==> src/rtl/tomasulo_pkg.sv <==
// Shared issue-stage types: opcode classes, illegal-opcode predicate and RAT entry.
package tomasulo_pkg;

  localparam int NCLS      = 3;
  // Widest ROB tag a RAT entry can hold (ROB_DEPTH up to 64).
  localparam int TAG_W_MAX = 6;

  typedef enum logic [1:0] {
    CLS_ADD = 2'b00,
    CLS_MUL = 2'b01,
    CLS_BCH = 2'b10
  } cls_e;

  typedef struct packed {
    logic                 busy;
    logic [TAG_W_MAX-1:0] tag;
  } rat_ent_t;

  function automatic logic is_illegal(input logic [3:0] f);
    return f[3];
  endfunction

  // 0000/0001 add, 0010/0011 mul, 01xx branch
  function automatic cls_e func_class(input logic [3:0] f);
    if (f[2]) return CLS_BCH;
    if (f[1]) return CLS_MUL;
    return CLS_ADD;
  endfunction

endpackage

==> src/rtl/issue_ctrl_if.sv <==
// Issue-stage bus: decode input, release/commit/flush controls and dispatch output.
interface issue_ctrl_if #(
  parameter int NREG      = 16,
  parameter int ROB_DEPTH = 8,
  parameter int FUNC_W    = 4
);
  localparam int RW  = $clog2(NREG);
  localparam int TW  = $clog2(ROB_DEPTH);
  localparam int IDW = (RW > TW) ? RW : TW;

  logic              in_valid, in_ready;
  logic [FUNC_W-1:0] in_func;
  logic [RW-1:0]     in_rs1, in_rs2, in_rd;
  logic              rel_add, rel_mul, rel_bch;
  logic              commit_valid;
  logic [RW-1:0]     commit_rd;
  logic [TW-1:0]     commit_tag;
  logic              flush;
  logic              out_valid;
  logic [1:0]        out_class;
  logic [FUNC_W-1:0] out_func;
  logic [RW-1:0]     out_rd;
  logic [TW-1:0]     out_tag;
  logic              out_rs1_busy, out_rs2_busy;
  logic [IDW-1:0]    out_rs1_id, out_rs2_id;
  logic [TW:0]       rob_count;
  logic              illegal;

  modport master (
    output in_valid, in_func, in_rs1, in_rs2, in_rd, rel_add, rel_mul, rel_bch,
           commit_valid, commit_rd, commit_tag, flush,
    input  in_ready, out_valid, out_class, out_func, out_rd, out_tag,
           out_rs1_busy, out_rs2_busy, out_rs1_id, out_rs2_id, rob_count, illegal
  );

  modport slave (
    input  in_valid, in_func, in_rs1, in_rs2, in_rd, rel_add, rel_mul, rel_bch,
           commit_valid, commit_rd, commit_tag, flush,
    output in_ready, out_valid, out_class, out_func, out_rd, out_tag,
           out_rs1_busy, out_rs2_busy, out_rs1_id, out_rs2_id, rob_count, illegal
  );

endinterface

==> src/rtl/rs_slot_counter.sv <==
// Occupancy counter for one reservation-station class; saturates at 0, reports full at LIMIT.
module rs_slot_counter #(
  parameter int LIMIT = 3
) (
  input  logic clk,
  input  logic rst,
  input  logic clr,
  input  logic inc,
  input  logic dec,
  output logic full
);
  localparam int W = $clog2(LIMIT + 1);
  localparam logic [W-1:0] LIM = W'(LIMIT);

  logic [W-1:0] count_q, count_d;
  logic         dec_ok;

  assign dec_ok = dec && (count_q != '0);
  assign full   = (count_q >= LIM);

  always_comb begin
    count_d = count_q;
    if (clr)                 count_d = '0;
    else if (inc && !dec_ok) count_d = count_q + W'(1);
    else if (!inc && dec_ok) count_d = count_q - W'(1);
  end

  always_ff @(posedge clk or posedge rst)
    if (rst) count_q <= '0;
    else     count_q <= count_d;

endmodule

==> src/rtl/issue_ctrl.sv <==
// In-order issue stage: ROB tag allocation, register rename table and per-class
// reservation-station admission, with registered dispatch to the stations.
module issue_ctrl
  import tomasulo_pkg::*;
#(
  parameter int NREG         = 16,
  parameter int ROB_DEPTH    = 8,
  parameter int RS_PER_CLASS = 3,
  parameter int FUNC_W       = 4
) (
  input logic         clk,
  input logic         rst,
  issue_ctrl_if.slave bus
);
  localparam int RW  = $clog2(NREG);
  localparam int TW  = $clog2(ROB_DEPTH);
  localparam int IDW = (RW > TW) ? RW : TW;
  localparam logic [TW:0] ROB_FULL = (TW+1)'(ROB_DEPTH);

  rat_ent_t [NREG-1:0] rat_q, rat_d;
  logic [TW-1:0]       tail_q, tail_d;
  logic [TW:0]         cnt_q, cnt_d;
  logic                out_valid_q, out_valid_d, illegal_q, illegal_d;
  cls_e                out_cls_q, out_cls_d;
  logic [FUNC_W-1:0]   out_func_q, out_func_d;
  logic [RW-1:0]       out_rd_q, out_rd_d;
  logic [TW-1:0]       out_tag_q, out_tag_d;
  logic [IDW:0]        src1_q, src1_d, src2_q, src2_d;

  logic [NCLS-1:0]     cls_inc, cls_dec, cls_full;
  cls_e                cls;
  logic                ill, accept, alloc, cmt;

  // {busy, id}: a source whose producer retires this very cycle is already ready.
  function automatic logic [IDW:0] lookup(input rat_ent_t e, input logic [RW-1:0] s,
                                          input logic cv, input logic [RW-1:0] crd,
                                          input logic [TW-1:0] ctag);
    logic busy;
    busy = e.busy && !(cv && crd == s && e.tag == TAG_W_MAX'(ctag));
    return busy ? {1'b1, IDW'(e.tag[TW-1:0])} : {1'b0, IDW'(s)};
  endfunction

  assign ill          = is_illegal(bus.in_func[3:0]);
  assign cls          = func_class(bus.in_func[3:0]);
  assign bus.in_ready = !bus.flush && (cnt_q != ROB_FULL) && (ill || !cls_full[cls]);
  assign accept       = bus.in_valid && bus.in_ready;
  assign alloc        = accept && !ill;
  assign cmt          = bus.commit_valid && (cnt_q != '0) && !bus.flush;
  assign cls_dec      = {bus.rel_bch, bus.rel_mul, bus.rel_add};

  for (genvar c = 0; c < NCLS; c++) begin : g_cls
    assign cls_inc[c] = alloc && (cls == cls_e'(2'(c)));
    rs_slot_counter #(.LIMIT(RS_PER_CLASS)) u_cnt (
      .clk (clk),
      .rst (rst),
      .clr (bus.flush),
      .inc (cls_inc[c]),
      .dec (cls_dec[c]),
      .full(cls_full[c])
    );
  end

  always_comb begin
    tail_d      = tail_q;
    cnt_d       = cnt_q;
    rat_d       = rat_q;
    out_valid_d = alloc;
    illegal_d   = accept && ill;
    out_cls_d   = out_cls_q;
    out_func_d  = out_func_q;
    out_rd_d    = out_rd_q;
    out_tag_d   = out_tag_q;
    src1_d      = src1_q;
    src2_d      = src2_q;
    if (alloc) begin
      tail_d     = tail_q + TW'(1);
      out_cls_d  = cls;
      out_func_d = bus.in_func;
      out_rd_d   = bus.in_rd;
      out_tag_d  = tail_q;
      src1_d     = lookup(rat_q[bus.in_rs1], bus.in_rs1, bus.commit_valid, bus.commit_rd, bus.commit_tag);
      src2_d     = lookup(rat_q[bus.in_rs2], bus.in_rs2, bus.commit_valid, bus.commit_rd, bus.commit_tag);
    end
    if (alloc && !cmt)      cnt_d = cnt_q + (TW+1)'(1);
    else if (!alloc && cmt) cnt_d = cnt_q - (TW+1)'(1);
    // Commit clears first so a same-cycle rename of the same register wins.
    for (int i = 0; i < NREG; i++) begin
      if (cmt && bus.commit_rd == RW'(i) && rat_q[i].tag == TAG_W_MAX'(bus.commit_tag))
        rat_d[i].busy = 1'b0;
      if (alloc && bus.in_rd == RW'(i))
        rat_d[i] = '{busy: 1'b1, tag: TAG_W_MAX'(tail_q)};
    end
    if (bus.flush) begin
      rat_d  = '0;
      cnt_d  = '0;
      tail_d = '0;
    end
  end

  always_ff @(posedge clk or posedge rst)
    if (rst) begin
      rat_q       <= '0;
      tail_q      <= '0;
      cnt_q       <= '0;
      out_valid_q <= 1'b0;
      illegal_q   <= 1'b0;
      out_cls_q   <= CLS_ADD;
      out_func_q  <= '0;
      out_rd_q    <= '0;
      out_tag_q   <= '0;
      src1_q      <= '0;
      src2_q      <= '0;
    end else begin
      rat_q       <= rat_d;
      tail_q      <= tail_d;
      cnt_q       <= cnt_d;
      out_valid_q <= out_valid_d;
      illegal_q   <= illegal_d;
      out_cls_q   <= out_cls_d;
      out_func_q  <= out_func_d;
      out_rd_q    <= out_rd_d;
      out_tag_q   <= out_tag_d;
      src1_q      <= src1_d;
      src2_q      <= src2_d;
    end

  assign bus.out_valid    = out_valid_q;
  assign bus.illegal      = illegal_q;
  assign bus.out_class    = out_cls_q;
  assign bus.out_func     = out_func_q;
  assign bus.out_rd       = out_rd_q;
  assign bus.out_tag      = out_tag_q;
  assign bus.out_rs1_busy = src1_q[IDW];
  assign bus.out_rs1_id   = src1_q[IDW-1:0];
  assign bus.out_rs2_busy = src2_q[IDW];
  assign bus.out_rs2_id   = src2_q[IDW-1:0];
  assign bus.rob_count    = cnt_q;

endmodule

==> src/flat_wrapper.sv <==
// flat-port wrapper written by rule: the top's interface ports become plain ports
module issue_ctrl_flat import tomasulo_pkg::*;
#(
  parameter int NREG         = 16,
  parameter int ROB_DEPTH    = 8,
  parameter int RS_PER_CLASS = 3,
  parameter int FUNC_W       = 4
)
  (clk, rst, bus_in_valid, bus_in_func, bus_in_rs1, bus_in_rs2, bus_in_rd, bus_rel_add, bus_rel_mul, bus_rel_bch, bus_commit_valid, bus_commit_rd, bus_commit_tag, bus_flush, bus_in_ready, bus_out_valid, bus_out_class, bus_out_func, bus_out_rd, bus_out_tag, bus_out_rs1_busy, bus_out_rs2_busy, bus_out_rs1_id, bus_out_rs2_id, bus_rob_count, bus_illegal);
  issue_ctrl_if #(.NREG(NREG), .ROB_DEPTH(ROB_DEPTH), .FUNC_W(FUNC_W)) bus_i ();
  input logic clk;
  input logic rst;
  input wire logic [$bits(bus_i.in_valid)-1:0] bus_in_valid;
  input wire logic [$bits(bus_i.in_func)-1:0] bus_in_func;
  input wire logic [$bits(bus_i.in_rs1)-1:0] bus_in_rs1;
  input wire logic [$bits(bus_i.in_rs2)-1:0] bus_in_rs2;
  input wire logic [$bits(bus_i.in_rd)-1:0] bus_in_rd;
  input wire logic [$bits(bus_i.rel_add)-1:0] bus_rel_add;
  input wire logic [$bits(bus_i.rel_mul)-1:0] bus_rel_mul;
  input wire logic [$bits(bus_i.rel_bch)-1:0] bus_rel_bch;
  input wire logic [$bits(bus_i.commit_valid)-1:0] bus_commit_valid;
  input wire logic [$bits(bus_i.commit_rd)-1:0] bus_commit_rd;
  input wire logic [$bits(bus_i.commit_tag)-1:0] bus_commit_tag;
  input wire logic [$bits(bus_i.flush)-1:0] bus_flush;
  output wire logic [$bits(bus_i.in_ready)-1:0] bus_in_ready;
  output wire logic [$bits(bus_i.out_valid)-1:0] bus_out_valid;
  output wire logic [$bits(bus_i.out_class)-1:0] bus_out_class;
  output wire logic [$bits(bus_i.out_func)-1:0] bus_out_func;
  output wire logic [$bits(bus_i.out_rd)-1:0] bus_out_rd;
  output wire logic [$bits(bus_i.out_tag)-1:0] bus_out_tag;
  output wire logic [$bits(bus_i.out_rs1_busy)-1:0] bus_out_rs1_busy;
  output wire logic [$bits(bus_i.out_rs2_busy)-1:0] bus_out_rs2_busy;
  output wire logic [$bits(bus_i.out_rs1_id)-1:0] bus_out_rs1_id;
  output wire logic [$bits(bus_i.out_rs2_id)-1:0] bus_out_rs2_id;
  output wire logic [$bits(bus_i.rob_count)-1:0] bus_rob_count;
  output wire logic [$bits(bus_i.illegal)-1:0] bus_illegal;
  assign bus_i.in_valid = bus_in_valid;
  assign bus_i.in_func = bus_in_func;
  assign bus_i.in_rs1 = bus_in_rs1;
  assign bus_i.in_rs2 = bus_in_rs2;
  assign bus_i.in_rd = bus_in_rd;
  assign bus_i.rel_add = bus_rel_add;
  assign bus_i.rel_mul = bus_rel_mul;
  assign bus_i.rel_bch = bus_rel_bch;
  assign bus_i.commit_valid = bus_commit_valid;
  assign bus_i.commit_rd = bus_commit_rd;
  assign bus_i.commit_tag = bus_commit_tag;
  assign bus_i.flush = bus_flush;
  assign bus_in_ready = bus_i.in_ready;
  assign bus_out_valid = bus_i.out_valid;
  assign bus_out_class = bus_i.out_class;
  assign bus_out_func = bus_i.out_func;
  assign bus_out_rd = bus_i.out_rd;
  assign bus_out_tag = bus_i.out_tag;
  assign bus_out_rs1_busy = bus_i.out_rs1_busy;
  assign bus_out_rs2_busy = bus_i.out_rs2_busy;
  assign bus_out_rs1_id = bus_i.out_rs1_id;
  assign bus_out_rs2_id = bus_i.out_rs2_id;
  assign bus_rob_count = bus_i.rob_count;
  assign bus_illegal = bus_i.illegal;
  issue_ctrl #(.NREG(NREG), .ROB_DEPTH(ROB_DEPTH), .RS_PER_CLASS(RS_PER_CLASS), .FUNC_W(FUNC_W)) u_core (.clk(clk), .rst(rst), .bus(bus_i));
endmodule
==> config.mk <==
export PLATFORM = sky130hd
export DESIGN_NAME = issue_ctrl_flat
export DESIGN_NICKNAME = d
export VERILOG_FILES = /design/src/rtl/tomasulo_pkg.sv /design/src/rtl/issue_ctrl_if.sv /design/src/rtl/rs_slot_counter.sv /design/src/rtl/issue_ctrl.sv /design/src/flat_wrapper.sv
export SDC_FILE = /design/constraint.sdc
export NUM_CORES = 1
export LEC_CHECK = 0
export CORE_ASPECT_RATIO = 1.4
export CORE_MARGIN = 2
export CORE_UTILIZATION = 30
export CTS_BUF_LIST = sky130_fd_sc_hd__clkbuf_16
export CTS_CLUSTER_DIAMETER = 80
export DETAILED_ROUTE_END_ITERATION = 8
export GPL_TIMING_DRIVEN = 1
export HOLD_SLACK_MARGIN = 0.06
export MAX_ROUTING_LAYER = met4
export PLACE_DENSITY = 0.56
export SLEW_MARGIN = 20
export SYNTH_ARGS = -nofsm -noshare
export SYNTH_HDL_FRONTEND = slang
export SYNTH_SLANG_ARGS = --single-unit
export TNS_END_PERCENT = 20
==> constraint.sdc <==
create_clock -name clk -period 3.9 [get_ports clk]
set_clock_uncertainty 0.1 [all_clocks]
set_input_delay 0.585 -clock clk [delete_from_list [all_inputs] [get_ports clk]]
set_output_delay 0.585 -clock clk [all_outputs]
set_load 0.05 [all_outputs]
[Word level (Yosys, flattened, before mapping)]
Index checks and enable logic that the tools add are counted.
Storage, ports and cells
  output and inout bits: 30
  register bits after elaboration: 150
  input port bits: 31
  word-level logic and storage cells: 308
Operators by class
  $lt $le $gt $ge: 6
  add/subtract/negate cells: 9
  eq/ne operators: 53
  reduce and logical (&&, ||, !) cells: 133
  muxes and demuxes: 62
Operators with widths (count)
  two-way mux 7 bit: 18
  two-way mux 112 bit: 1
  == test 6 x 3 -> 1 bit: 18
  logical AND 1 bit: 75
  == test 4 bit (second input constant): 16
  nonzero test 3 bit: 20
  binary-select mux 7 bit (select 4 bit): 2
  nonzero test 2 bit: 20
  == test 4 x 3 -> 1 bit (second input constant): 8
  two-way mux 2 bit: 13
  two-way mux 1 bit: 20
  == test 4 x 2 -> 1 bit (second input constant): 4
  zero test 1 bit: 13
  two-way mux 4 bit: 3
  < comparator 4 x 5 -> 1 bit (second input constant): 2
  two-way mux 5 bit: 2
  == test 4 x 1 -> 1 bit (second input constant): 2
  == test 4 bit: 2
  zero test 4 bit: 2
  adder 2 x 1 -> 2 bit (second input constant): 3
  >= comparator 2 bit (second input constant): 3
  two-way mux 3 bit: 2
  subtractor 2 x 1 -> 2 bit (second input constant): 3
  adder 4 x 1 -> 4 bit (second input constant): 1
  other kinds (10): 10

[Depth between registers and ports, before layout]
Gate-level depths: netlist of the first run.
  depth after elaboration: 17
  gate-level depth with buffers: 15
  depth with buffers taken out: 11

[Cells and area by module]
A second synthesis of the first run with hierarchy kept.
Second synthesis, totals
  cells, all modules: 649
  area, all modules: 6555.0 um2
Modules (own cells, without submodules)
  issue_ctrl: cells each 607, area each 6138.4 um2, sequential area each 2377.3 um2, instances 1
  rs_slot_counter: cells each 14, area each 138.9 um2, sequential area each 50.0 um2, instances 3

[Worst setup path after synthesis of the first run]
OpenSTA, ideal clock, no wires.
  path kind: reg-to-reg
  start point: register u_core.cnt_q[0] (netlist: u_core.bus.rob_count[0])
  end point: register u_core.cnt_q[3] (netlist: u_core.bus.rob_count[3])
  library setup time: 0.078 ns
  data arrival time: 3.243 ns
  stages on the path, launching flop included: 15
  clock period less this slack: 3.421 ns
  buffers on the path: 3
  data required time: 3.722 ns
  slack: 0.479 ns
  path through: dfrtp_1 > or4b_1 > nand3_1 > or3_1 > clkbuf_1 > inv_2 > clkbuf_1 > buf_1 > nand2_1 > ha_1 > a21o_1 > a21oi_1 > and3_1 > nor3_1 > a21oi_1
On the way
  word-level cells in the longest chain between the ends: 8
  elaborated cells between the ends (all ways): 18
  those cells by class: 2 x add/sub; 1 x eq/ne; 3 x mux; 12 x reduce/logical
RTL lines
  start: declaration: RTL line issue_ctrl.sv:22  | logic [TW:0] cnt_q, cnt_d;
  start signal: assignment: RTL line issue_ctrl.sv:116  | cnt_q <= cnt_d;
  inequality test 4 bit (*): RTL line issue_ctrl.sv:45  | assign bus.in_ready = !bus.flush && (cnt_q != ROB_FULL) && (ill || !cls_full[cls]);
  logical AND 1 bit (*) (2 in a row): RTL line issue_ctrl.sv:45
  logical AND 1 bit (*): RTL line issue_ctrl.sv:46  | assign accept = bus.in_valid && bus.in_ready;
  logical AND 1 bit (*): RTL line issue_ctrl.sv:47  | assign alloc = accept && !ill;
  via u_core.alloc: RTL line issue_ctrl.sv:32  | logic ill, accept, alloc, cmt;
  logical AND 1 bit or zero test 1 bit (tied branches): RTL line issue_ctrl.sv:84, issue_ctrl.sv:85
  two-way mux 4 bit or logical AND 1 bit (tied branches): RTL line issue_ctrl.sv:84, issue_ctrl.sv:85
  two-way mux 4 bit or nonzero test 3 bit (tied branches)
Mark *: on every way through the listed nets, which the timed path passes. The rest lies on a longest branch. The select of a mux whose other input is x is not followed.
A chain may end at the register's enable or synchronous reset.

[Worst setup path in the final report of the first run]
  start point: input port bus_in_rs2[3]
  end point: register u_core.src2_q[1]
On the way
  word-level cells in the longest chain between the ends: 7
  elaborated cells between the ends (all ways): 9
  those cells by class: 2 x eq/ne; 3 x mux; 4 x reduce/logical
RTL lines
  start: declaration: RTL line flat_wrapper.sv:16  | input wire logic [$bits(bus_i.in_rs2)-1:0] bus_in_rs2;
  binary-select mux 7 bit (select 4 bit): RTL line issue_ctrl.sv:82  | src2_d = lookup(rat_q[bus.in_rs2], bus.in_rs2, bus.commit_valid, bus.commit_rd, bus.commit_tag);
  two-way mux 7 bit (not written as such): RTL line issue_ctrl.sv:82
  == test 6 x 3 -> 1 bit: RTL line issue_ctrl.sv:39  | busy = e.busy && !(cv && crd == s && e.tag == TAG_W_MAX'(ctag));
  logical AND 1 bit: RTL line issue_ctrl.sv:39
  zero test 1 bit: RTL line issue_ctrl.sv:39
  logical AND 1 bit: RTL line issue_ctrl.sv:39
  two-way mux 5 bit (*): RTL line issue_ctrl.sv:40  | return busy ? {1'b1, IDW'(e.tag[TW-1:0])} : {1'b0, IDW'(s)};
  end signal: assignment: RTL line issue_ctrl.sv:124  | src2_q <= src2_d;
  end: declaration: RTL line issue_ctrl.sv:28  | logic [IDW:0] src1_q, src1_d, src2_q, src2_d;
Every way passes the cells marked *; elsewhere a longest branch is shown, timed or not. The select of a mux whose other input is x is not followed.

==> qor.txt, run 1 <==
Status - finished clean
Final Power - 3.28 mW
Total track usage - 18.5%
Placed cell count - 933
Final Hold Violating Endpoints - 0
Initial Utilization - 30.7%
# DRC - 0
CTS tree - done
Final Util - 36.7%
Storage cell area - 2530 sq um
Tmin final - 3.12 ns
DIE AREA - 22200 sq um
Row count - 62
Worst path slowest cell - clkdlybuf4s50_1
Slew @ Worst Pin - 0.847 ns
Setup crit end kind - flip-flop
Yosys cell types - 60
Max Clock Freq - 321 MHz
Die Width - 127 um
Final setup vio count - 0
Period Utilization, post-route - 79.9%
Synth-to-Final Area Change - 19.5%
Hold_buf cts - 0
#FFs+latches synth - 101
Initial antenna violation count - 0
TritonCTS Sinks - 101
Clk slew on worst S/H paths - 0.08 ns
Top cell type's share of synthesized area - 40.1%
H-tree levels - 3
Crit Path Max Fanout - 9
WS Path Type - in -> reg
First-pass GRT wire length - 30300 um
Post-CTS Setup Bufs - 0
DP Worst Slack - 0.395 ns
Die H - 176 um
Number of port buffers - 60
Synthesized net count - 672
Leakage - 3.20 nW
P_int - 2.05 mW
Layout cell share with drive strength beyond 1 - 13.0%
Relative slew margins - 43.4%
DR iter-0 viols - 343
Clk pwr share - 29.0%
Startpoint types - primary input
Syn Std Cell Area - 6300 sq um
Fin. max-slew vios - 0
PD cells - 435 nW/um^2
WP data arrival - 3.26 ns
Vias in the first global route - 5091
Via-per-instance ratio - 5.32
Core area - 20600 sq um
Global route overflow - 0
Post-CTS sizing - 0
CTS Buf Count - 9
Synth Instances - 637
Synth area leaders - dfrtp_1, mux4_2, xnor2_1
Clk Latency, worst-skew pair - 0.36 ns
Ports - 61
Worst Path Required - 4.05 ns
Fill cell count - 2064
Syn Area/Cell - 9.90 sq um
Post-synth EDFFs - 0
CTS root buf - clkbuf_16
Post-route design area - 7540 sq um
RSZ-0062 raised after global routing - false
Final worst slack - 0.784 ns
NumNets Final - 723
Comb power frac - 33.4%
Flop pwr share - 37.6%
Placed cell area - 7230 sq um
Setup_tns - 0 ns
Sw frac - 37.6%
Worst path top cell family by delay - multiplexers
Clock buffer depth - 2
Antenna Cells - 0
First-pass detailed-route iteration total - 6
Max-cap violations - 0
Post-DP HPWL - 14800 um
Cells along the critical path - clkdlybuf4s50_1, buf_4, mux4_2, and4_1, a2111oi_4, nand3_2, a31oi_4, a2bb2oi_1, mux2_4
WL final - 19400 um
Final std cells w/o fill - 949
Maximum vdd drop - 0.289 mV
DR WL/cell - 20.4 um
WHS - 0.382 ns
Ys flop type - dfrtp_1
Routability Congestion - 0.934
Multi-input gate area - 3500 sq um
Routed vias - 5051
Net Switching - 1.23 mW
Buffers & Inverters on Critical Path - 2
Critical path's largest stage delay - 0.57 ns
Final ANT Viol Nets - 0
Synth area leader - dfrtp_1
Hold Crit Class - reg -> reg
Fraction of registers with async set/reset - 100%
Yosys warns - 0
Pin count of the biggest net entering global routing - 56
Sequential area share after synthesis - 40.1%
[metal layers]
metal  GRT usage, %  vias up  wire (um)
met5              -        -          0
met4           7.10        0        735
met3           2.99       49        870
met2           31.6      162       9890
met1           21.7     2467       7890
li1               -     2373          -
[cell families (layout without fill, tap and decap cells)]
group	Yosys count	after routing	synth area share (%)
xor gates and xnor gates	68	68	9.74
DFF	101	101	40.1
adders and majority gates	4	4	0.913
and+or+nand+nor	237	237	18.2
muxes	64	64	16.8
buffers and inverters	64	120	4.35
AOI/OAI and AO/OA	99	99	9.88
[worst paths after layout]
| kind | from | endpoint | slack (ns) | cells after the start |
|---|---|---|---|---|
| worst max-delay path | bus_in_rs2[3] | u_core.src2_q[1]$_DFFE_PP0P_ | 0.78 | 9 |
| worst min-delay path | u_core.src2_q[3]$_DFFE_PP0P_ | u_core.src2_q[3]$_DFFE_PP0P_ | 0.38 | 2 |
| worst max register to register | u_core.bus.rob_count[0]$_DFFE_PP0P_ | u_core.bus.rob_count[3]$_DFFE_PP0P_ | 1.17 | 11 |
| worst min register to register | u_core.src2_q[3]$_DFFE_PP0P_ | u_core.src2_q[3]$_DFFE_PP0P_ | 0.38 | 2 |
| max in group asynchronous | rst | u_core.rat_q[58]$_DFFE_PP0P_ | 2.35 | 3 |
| min in group asynchronous | rst | u_core.rat_q[30]$_DFFE_PP0P_ | 0.60 | 2 |
[cell usage in the layout (no fill, tap or decap), types with 27 or more instances in the layout]
cell type / n
nand3_1: 44
a21oi_1: 34
buf_4: 28
xnor2_1: 46
nor2_1: 34
mux2i_1: 27
mux4_2: 29
o21ai_0: 28
nand2_1: 85
clkdlybuf4s50_1: 59
dfrtp_1: 101
[tightest hold or removal path, delay by kind of cell (launching register included)]
family,cells,cell delay [ns]
flops,1,0.35
compound gates,1,0.05
simple gates,1,0.05
[cell usage after synthesis, drive strengths merged, types with 16 or more instances]
library cell  count
o21ai            35
a21oi            34
buf              21
dfrtp           101
xnor2            46
clkbuf           27
nor2             35
xor2             22
mux2i            27
nand3            45
mux4             32
inv              16
nand2            85
[power groups by stage]
stage | Clock (mW) | Combinational [mW] | Sequential [mW]
final | 0.952 | 1.09 | 1.23
after global routing | 1.02 | 1.16 | 1.25
after CTS | 0.972 | 1.11 | 1.23
after detailed placement | 0 | 1.10 | 1.25
after global placement | 0 | 1.10 | 1.25
after floorplan | 0 | 0.388 | 1.58
[sequential cells by signal (all words and copies together), names as in the netlist]
signal,flops
u_core.g_cls.u_cnt.count_q,6
u_core.bus.out_rd,4
u_core.bus.out_tag,3
u_core.bus.out_valid,1
u_core.bus.rob_count,4
u_core.bus.out_class,1
u_core.src1_q,5
u_core.bus.illegal,1
u_core.rat_q,64
u_core.src2_q,5
u_core.bus.out_func,4
u_core.tail_q,3
[cell type report]
| type | instances | share of cell area [%] |
|---|---|---|
| clock buffers | 9 | 2.99 |
| clock inverters | 7 | 1.03 |
| inverters | 16 | 0.830 |
| multi-input cells | 472 | 46.5 |
| flip-flops and latches | 101 | 33.5 |
| well taps | 256 | 4.25 |
| repair buffers | 88 | 10.9 |
(Power assumes the default switching activity.)
==> inputs of run 2 (changes only) <==
==> constraint.sdc (replaced) <==
create_clock -name clk -period 3.05 [get_ports clk]
set_clock_uncertainty 0.1 [all_clocks]
set_input_delay 0.4575 -clock clk [delete_from_list [all_inputs] [get_ports clk]]
set_output_delay 0.4575 -clock clk [all_outputs]
set_load 0.05 [all_outputs]
==> qor.txt, run 2 (synthesized netlist as in run 1, its figures left out) <==
Status - finished clean
Fin. max-slew vios - 0 (unchanged)
# DRC - 0 (unchanged)
Row count - 62 (unchanged)
Max Clock Freq - 351 MHz
Initial antenna violation count - 1 (+1)
Fill cell count - 2063 (-0.048%)
WL final - 19500 um (+0.74%)
Clk slew on worst S/H paths - 0.08 ns (about the same)
WP data arrival - 3.02 ns (-0.24 ns)
Relative slew margins - 57.5% (+14 points)
Ports - 61 (unchanged)
Tmin final - 2.85 ns
Clock buffer depth - 2 (unchanged)
Core area - 20600 sq um (unchanged)
First-pass GRT wire length - 30600 um (+1.0%)
Max-cap violations - 0 (unchanged)
NumNets Final - 758 (+4.8%)
Startpoint types - primary input
Period Utilization, post-route - 93.5%
Clk Latency, worst-skew pair - 0.36 ns (about the same)
Layout cell share with drive strength beyond 1 - 17.3% (+4.3 points)
Global route overflow - 0 (unchanged)
Total track usage - 18.6% (+0.17 points)
Vias in the first global route - 5144 (+1.0%)
Pin count of the biggest net entering global routing - 84 (+50%)
Hold Crit Class - reg -> reg
Hold_buf cts - 0 (unchanged)
Most frequent cells in the layout - dfrtp_1, nand2_1, buf_4, clkdlybuf4s50_1, xnor2_1
Slew @ Worst Pin - 0.635 ns (-0.212 ns)
Leakage - 3.37 nW (+5.3%)
Maximum vdd drop - 0.518 mV (+79%)
Final Hold Violating Endpoints - 0 (unchanged)
Die H - 176 um (unchanged)
Via-per-instance ratio - 5.25 (-1.3%)
DR WL/cell - 19.8 um (-2.9%)
Synth-to-Final Area Change - 24.4%
CTS Buf Count - 9 (unchanged)
First-pass detailed-route iteration total - 4 (-2)
WS Path Type - in -> reg
TritonCTS Sinks - 101 (unchanged)
Routability Congestion - 0.930 (-0.35%)
CTS tree - done
Die Width - 127 um (unchanged)
Final Power - 4.25 mW (+30%)
CTS root buf - clkbuf_16
Routed vias - 5175 (+2.5%)
Number of flip-flops in the largest register - 64 (unchanged)
Initial Utilization - 30.7% (unchanged)
Post-DP HPWL - 15100 um (+1.8%)
Post-CTS Setup Bufs - 0 (unchanged)
Setup crit end kind - flip-flop
WHS - 0.384 ns (+0.00176 ns)
DR iter-0 viols - 392 (+14%)
Number of port buffers - 60 (unchanged)
Leading cell type in the layout, fill and taps excluded - dfrtp_1
Crit Path Max Fanout - 10 (+1)
Post-CTS sizing - 0 (unchanged)
Final setup vio count - 0 (unchanged)
Final ANT Viol Nets - 0 (unchanged)
H-tree levels - 3 (unchanged)
DIE AREA - 22200 sq um (unchanged)
Largest registers - u_core.rat_q x64, u_core.g_cls.u_cnt.count_q x6
Top reg by flops - u_core.rat_q
RSZ-0062 raised after global routing - false
PD cells - 542 nW/um^2 (+25%)
Worst Path Required - 3.22 ns (-0.83 ns)
==> run 2: path summary, 6_finish.rpt <==
| kind | startpoint | endpoint | slack (ns) | cells after the start |
|---|---|---|---|---|
| hold reg to reg | u_core.src2_q[4]$_DFFE_PP0P_ | u_core.src2_q[4]$_DFFE_PP0P_ | 0.38 | 2 |
| min in group asynchronous | rst | u_core.bus.out_func[3]$_DFFE_PP0P_ | 0.43 | 3 |
| max in group asynchronous | rst | u_core.rat_q[36]$_DFFE_PP0P_ | 1.97 | 3 |
| setup / recovery | bus_in_rs2[2] | u_core.src2_q[2]$_DFFE_PP0P_ | 0.20 | 9 |
| setup reg to reg | u_core.bus.rob_count[0]$_DFFE_PP0P_ | u_core.bus.rob_count[3]$_DFFE_PP0P_ | 0.42 | 11 |
| hold / removal | u_core.src2_q[4]$_DFFE_PP0P_ | u_core.src2_q[4]$_DFFE_PP0P_ | 0.38 | 2 |
==> run 2: final cells by class <==
class	instances	area (sq um)	area share, %
Clock inverter	7	77.6	0.989
Antenna cell	1	2.50	0.0319
Clock buffer	9	225	2.87
Multi-Input combinational cell	472	3500	44.7
Inverter	16	63.8	0.814
Timing Repair Buffer	123	1120	14.3
Sequential cell	101	2530	32.2
Tap cell	256	320	4.08
==> run 2: stage by stage <==
step | setup TNS, ns | setup slack [ns] | cell area, sq um | utilization (%) | instances
detailed placement | -1.65 | -0.205 | 7540 | 36.7 | 968
finish | 0 | 0.197 | 7840 | 38.1 | 985
global placement | -1.03 | -0.149 | 7540 | 36.7 | 968
floorplan | -0.359 | -0.359 | 6310 | - | 637
global route | 0 | 0.0347 | 7840 | 38.1 | 985
CTS | 0 | 0.169 | 7840 | 38.1 | 984
==> run 2: layer usage <==
layer / share of wire, % / GRT usage, % / vias up
met1: 41 / 22.3 / 2507
met2: 50 / 30.5 / 170
met3: 4.5 / 2.59 / 51
met5: 0 / - / -
met4: 4.9 / 9.66 / 0
li1: - / - / 2447
==> run 2: power by group <==
part           total (mW)  internal (mW)  switching [mW]
Clock                1.23          0.648           0.584
Combinational        1.44          0.538           0.905
Sequential           1.57           1.47           0.102
Total                4.25           2.66            1.59
==> run 2: worst max-delay path, cell delays in order <==
cell and delay [ns]:
clkdlybuf4s50_1 0.56, buf_4 0.23, mux4_1 0.61, mux2i_1 0.17
mux2_2 0.25, xor2_4 0.19, a31oi_4 0.13, buf_4 0.16
a311oi_1 0.26
==> inputs of run 3 (changes only) <==
--- a/config.mk
+++ b/config.mk
@@ -5,16 +5,17 @@
 export SDC_FILE = /design/constraint.sdc
 export NUM_CORES = 1
 export LEC_CHECK = 0
+export CAP_MARGIN = 20
 export CORE_ASPECT_RATIO = 1.4
 export CORE_MARGIN = 2
-export CORE_UTILIZATION = 30
+export CORE_UTILIZATION = 35
 export CTS_BUF_LIST = sky130_fd_sc_hd__clkbuf_16
 export CTS_CLUSTER_DIAMETER = 80
 export DETAILED_ROUTE_END_ITERATION = 8
 export GPL_TIMING_DRIVEN = 1
 export HOLD_SLACK_MARGIN = 0.06
 export MAX_ROUTING_LAYER = met4
-export PLACE_DENSITY = 0.56
+export PLACE_DENSITY = 0.62
 export SLEW_MARGIN = 20
 export SYNTH_ARGS = -nofsm -noshare
 export SYNTH_HDL_FRONTEND = slang
==> constraint.sdc (replaced) <==
create_clock -name clk -period 3.15 [get_ports clk]
set_clock_uncertainty 0.1 [all_clocks]
set_input_delay 0.4725 -clock clk [delete_from_list [all_inputs] [get_ports clk]]
set_output_delay 0.4725 -clock clk [all_outputs]
set_load 0.05 [all_outputs]
==> qor.txt, run 3 (synthesized netlist as in run 1, its figures left out) <==
Worst path top cell family by delay - buffers and inverters
Clock buffer depth - 2 (unchanged)
Hold endpoint - u_core.bus.out_func[1]$_DFFE_PP0P_
Crit Path Max Fanout - 13 (+3)
Worst path slowest cell - clkdlybuf4s50_1
Die Width - 117 um (-7.2%)
Status - finished clean
Critical R2R Launch - u_core.bus.rob_count[3]$_DFFE_PP0P_
DR WL/cell - 21.2 um (+7.0%)
Worst R2R Setup Slack - 0.42 ns (about the same)
Worst hold start - u_core.bus.out_func[1]$_DFFE_PP0P_
Initial antenna violation count - 0 (-1)
Pin count of the biggest net entering global routing - 44 (-48%)
NumNets Final - 753 (-0.66%)
Max Clock Freq - 333 MHz
Hold_buf cts - 0 (unchanged)
Largest registers - u_core.rat_q x64, u_core.g_cls.u_cnt.count_q x6
Slew @ Worst Pin - 0.832 ns (+0.197 ns)
Synth-to-Final Area Change - 23.2%
TritonCTS Sinks - 101 (unchanged)
WP data arrival - 3.16 ns (+0.14 ns)
Buffers & Inverters on Critical Path - 3 (unchanged)
First-pass detailed-route iteration total - 5 (+1)
Total track usage - 22.4% (+3.7 points)
CTS root buf - clkbuf_16
Worst r2r path cells - 9 (-2)
Worst Path Required - 3.30 ns (+0.08 ns)
Fin. max-slew vios - 0 (unchanged)
Placed cell count - 947 (-2.2%)
Leakage - 3.35 nW (-0.69%)
Tmin final - 3.01 ns
Cell mode on critical path - buf_4
Top reg by flops - u_core.rat_q
Post-CTS sizing - 0 (unchanged)
Hold Path Depth - 2 (unchanged)
Final ANT Viol Nets - 0 (unchanged)
Layout cell share with drive strength beyond 1 - 16.7% (-0.57 points)
Max-cap violations - 0 (unchanged)
Antenna Cells - 0 (-1)
Period Utilization, post-route - 95.5%
Crit. path cell count - 9 (unchanged)
Setup crit end kind - flip-flop
DIE AREA - 19100 sq um (-14%)
Final Hold Violating Endpoints - 0 (unchanged)
Number of port buffers - 60 (unchanged)
Row count - 58 (-6.5%)
# DRC - 0 (unchanged)
CTS Buf Count - 9 (unchanged)
Leading cell type in the layout, fill and taps excluded - dfrtp_1
Most frequent cells in the layout - dfrtp_1, nand2_1, clkdlybuf4s50_1, buf_4, xnor2_1
Routability Congestion - 0.986 (+6.0%)
RSZ-0062 raised after global routing - false
Final setup vio count - 0 (unchanged)
Number of flip-flops in the largest register - 64 (unchanged)
Die H - 163 um (-7.2%)
Placed cell area - 7450 sq um (-1.1%)
Clk slew on worst S/H paths - 0.08 ns (about the same)
Ports - 61 (unchanged)
Post-DP HPWL - 15700 um (+4.5%)
Via-per-instance ratio - 5.68 (+8.2%)
Initial Utilization - 35.5% (+4.8 points)
Post-CTS Setup Bufs - 0 (unchanged)
WS Path Type - in -> reg
CTS tree - done
Core area - 17800 sq um (-14%)
DR iter-0 viols - 507 (+29%)
PD cells - 530 nW/um^2 (-2.2%)
WL final - 20400 um (+4.6%)
Routed vias - 5472 (+5.7%)
First-pass GRT wire length - 31900 um (+4.2%)
Post-route design area - 7760 sq um (-0.99%)
Final Power - 4.11 mW (-3.2%)
Worst R2R End - u_core.bus.rob_count[3]$_DFFE_PP0P_
Hold Crit Class - reg -> reg
Startpoint types - primary input
Cells along the critical path - clkdlybuf4s50_1, buf_4, mux4_1, mux2i_1, mux2_2, xor2_4, a31oi_4, buf_4, a311oi_1
Global route overflow - 0 (unchanged)
Maximum vdd drop - 0.323 mV (-38%)
H-tree levels - 3 (unchanged)
Final std cells w/o fill - 963 (-2.2%)
Vias in the first global route - 5546 (+7.8%)
Critical path's largest stage delay - 0.61 ns (about the same)
Worst setup path start - bus_in_rs2[2]
Relative slew margins - 44.4% (-13 points)
Clk Latency, worst-skew pair - 0.35 ns (about the same)
==> run 3: cell count changes in the layout (fill, tap and decap cells not counted) <==
cell / change
buf_4: -3
buf_12: -2
clkinv_2: -1
clkinv_4: +1
clkinvlp_4: -1
diode_2: -1
inv_8: +1
==> run 3: report_power, final <==
part	switching, mW	internal, mW	total [mW]
Sequential	0.0963	1.42	1.52
Clock	0.554	0.636	1.19
Combinational	0.896	0.507	1.40
Total	1.55	2.57	4.11
==> run 3: cell type report <==
cell class	instances	area [sq um]
tap	240	300
timing repair buffer	118	1060
inverter	16	63.8
clock buffer	9	225
fill	1697	10000
clock inverter	7	85.1
sequential	101	2530
multi-input combinational	472	3500
==> run 3: metrics by stage <==
step | setup slack, ns | util, % | hold slack (ns) | setup TNS, ns
after floorplan | -0.259 | - | 0.397 | -0.259
after global placement | -0.166 | 41.9 | 0.362 | -0.488
after detailed placement | -0.225 | 41.9 | 0.367 | -0.844
after CTS | 0.163 | 43.7 | 0.388 | 0
after global routing | 0.0298 | 43.7 | 0.415 | 0
final | 0.143 | 43.7 | 0.386 | 0
==> run 3: worst register-to-register path: stages, from the launching register on <==
cell	delay (ns)
dfrtp_1	0.42
or4_1	0.58
nand3_1	0.28
nand2_1	0.16
ha_1	0.29
a21o_1	0.18
a21oi_1	0.26
and3_1	0.20
nor3_1	0.05
a21oi_1	0.13
==> run 3: worst max-delay path by stage <==
stage                                                endpoint
final                            u_core.src2_q[2]$_DFFE_PP0P_
after global routing             u_core.src2_q[2]$_DFFE_PP0P_
after CTS                        u_core.src2_q[1]$_DFFE_PP0P_
after detailed placement         u_core.src2_q[1]$_DFFE_PP0P_
after global placement           u_core.src2_q[1]$_DFFE_PP0P_
after floorplan           u_core.bus.rob_count[3]$_DFFE_PP0P_
==> run 3: metal layers <==
metal  vias to the layer above  part of all wire, %  track usage (%)
met5                         -                    0                -
met4                         0                  5.6             13.1
met3                        68                  5.1             2.70
met2                       240                   50             38.1
met1                      2736                   39             25.5
li1                       2428                    -                -
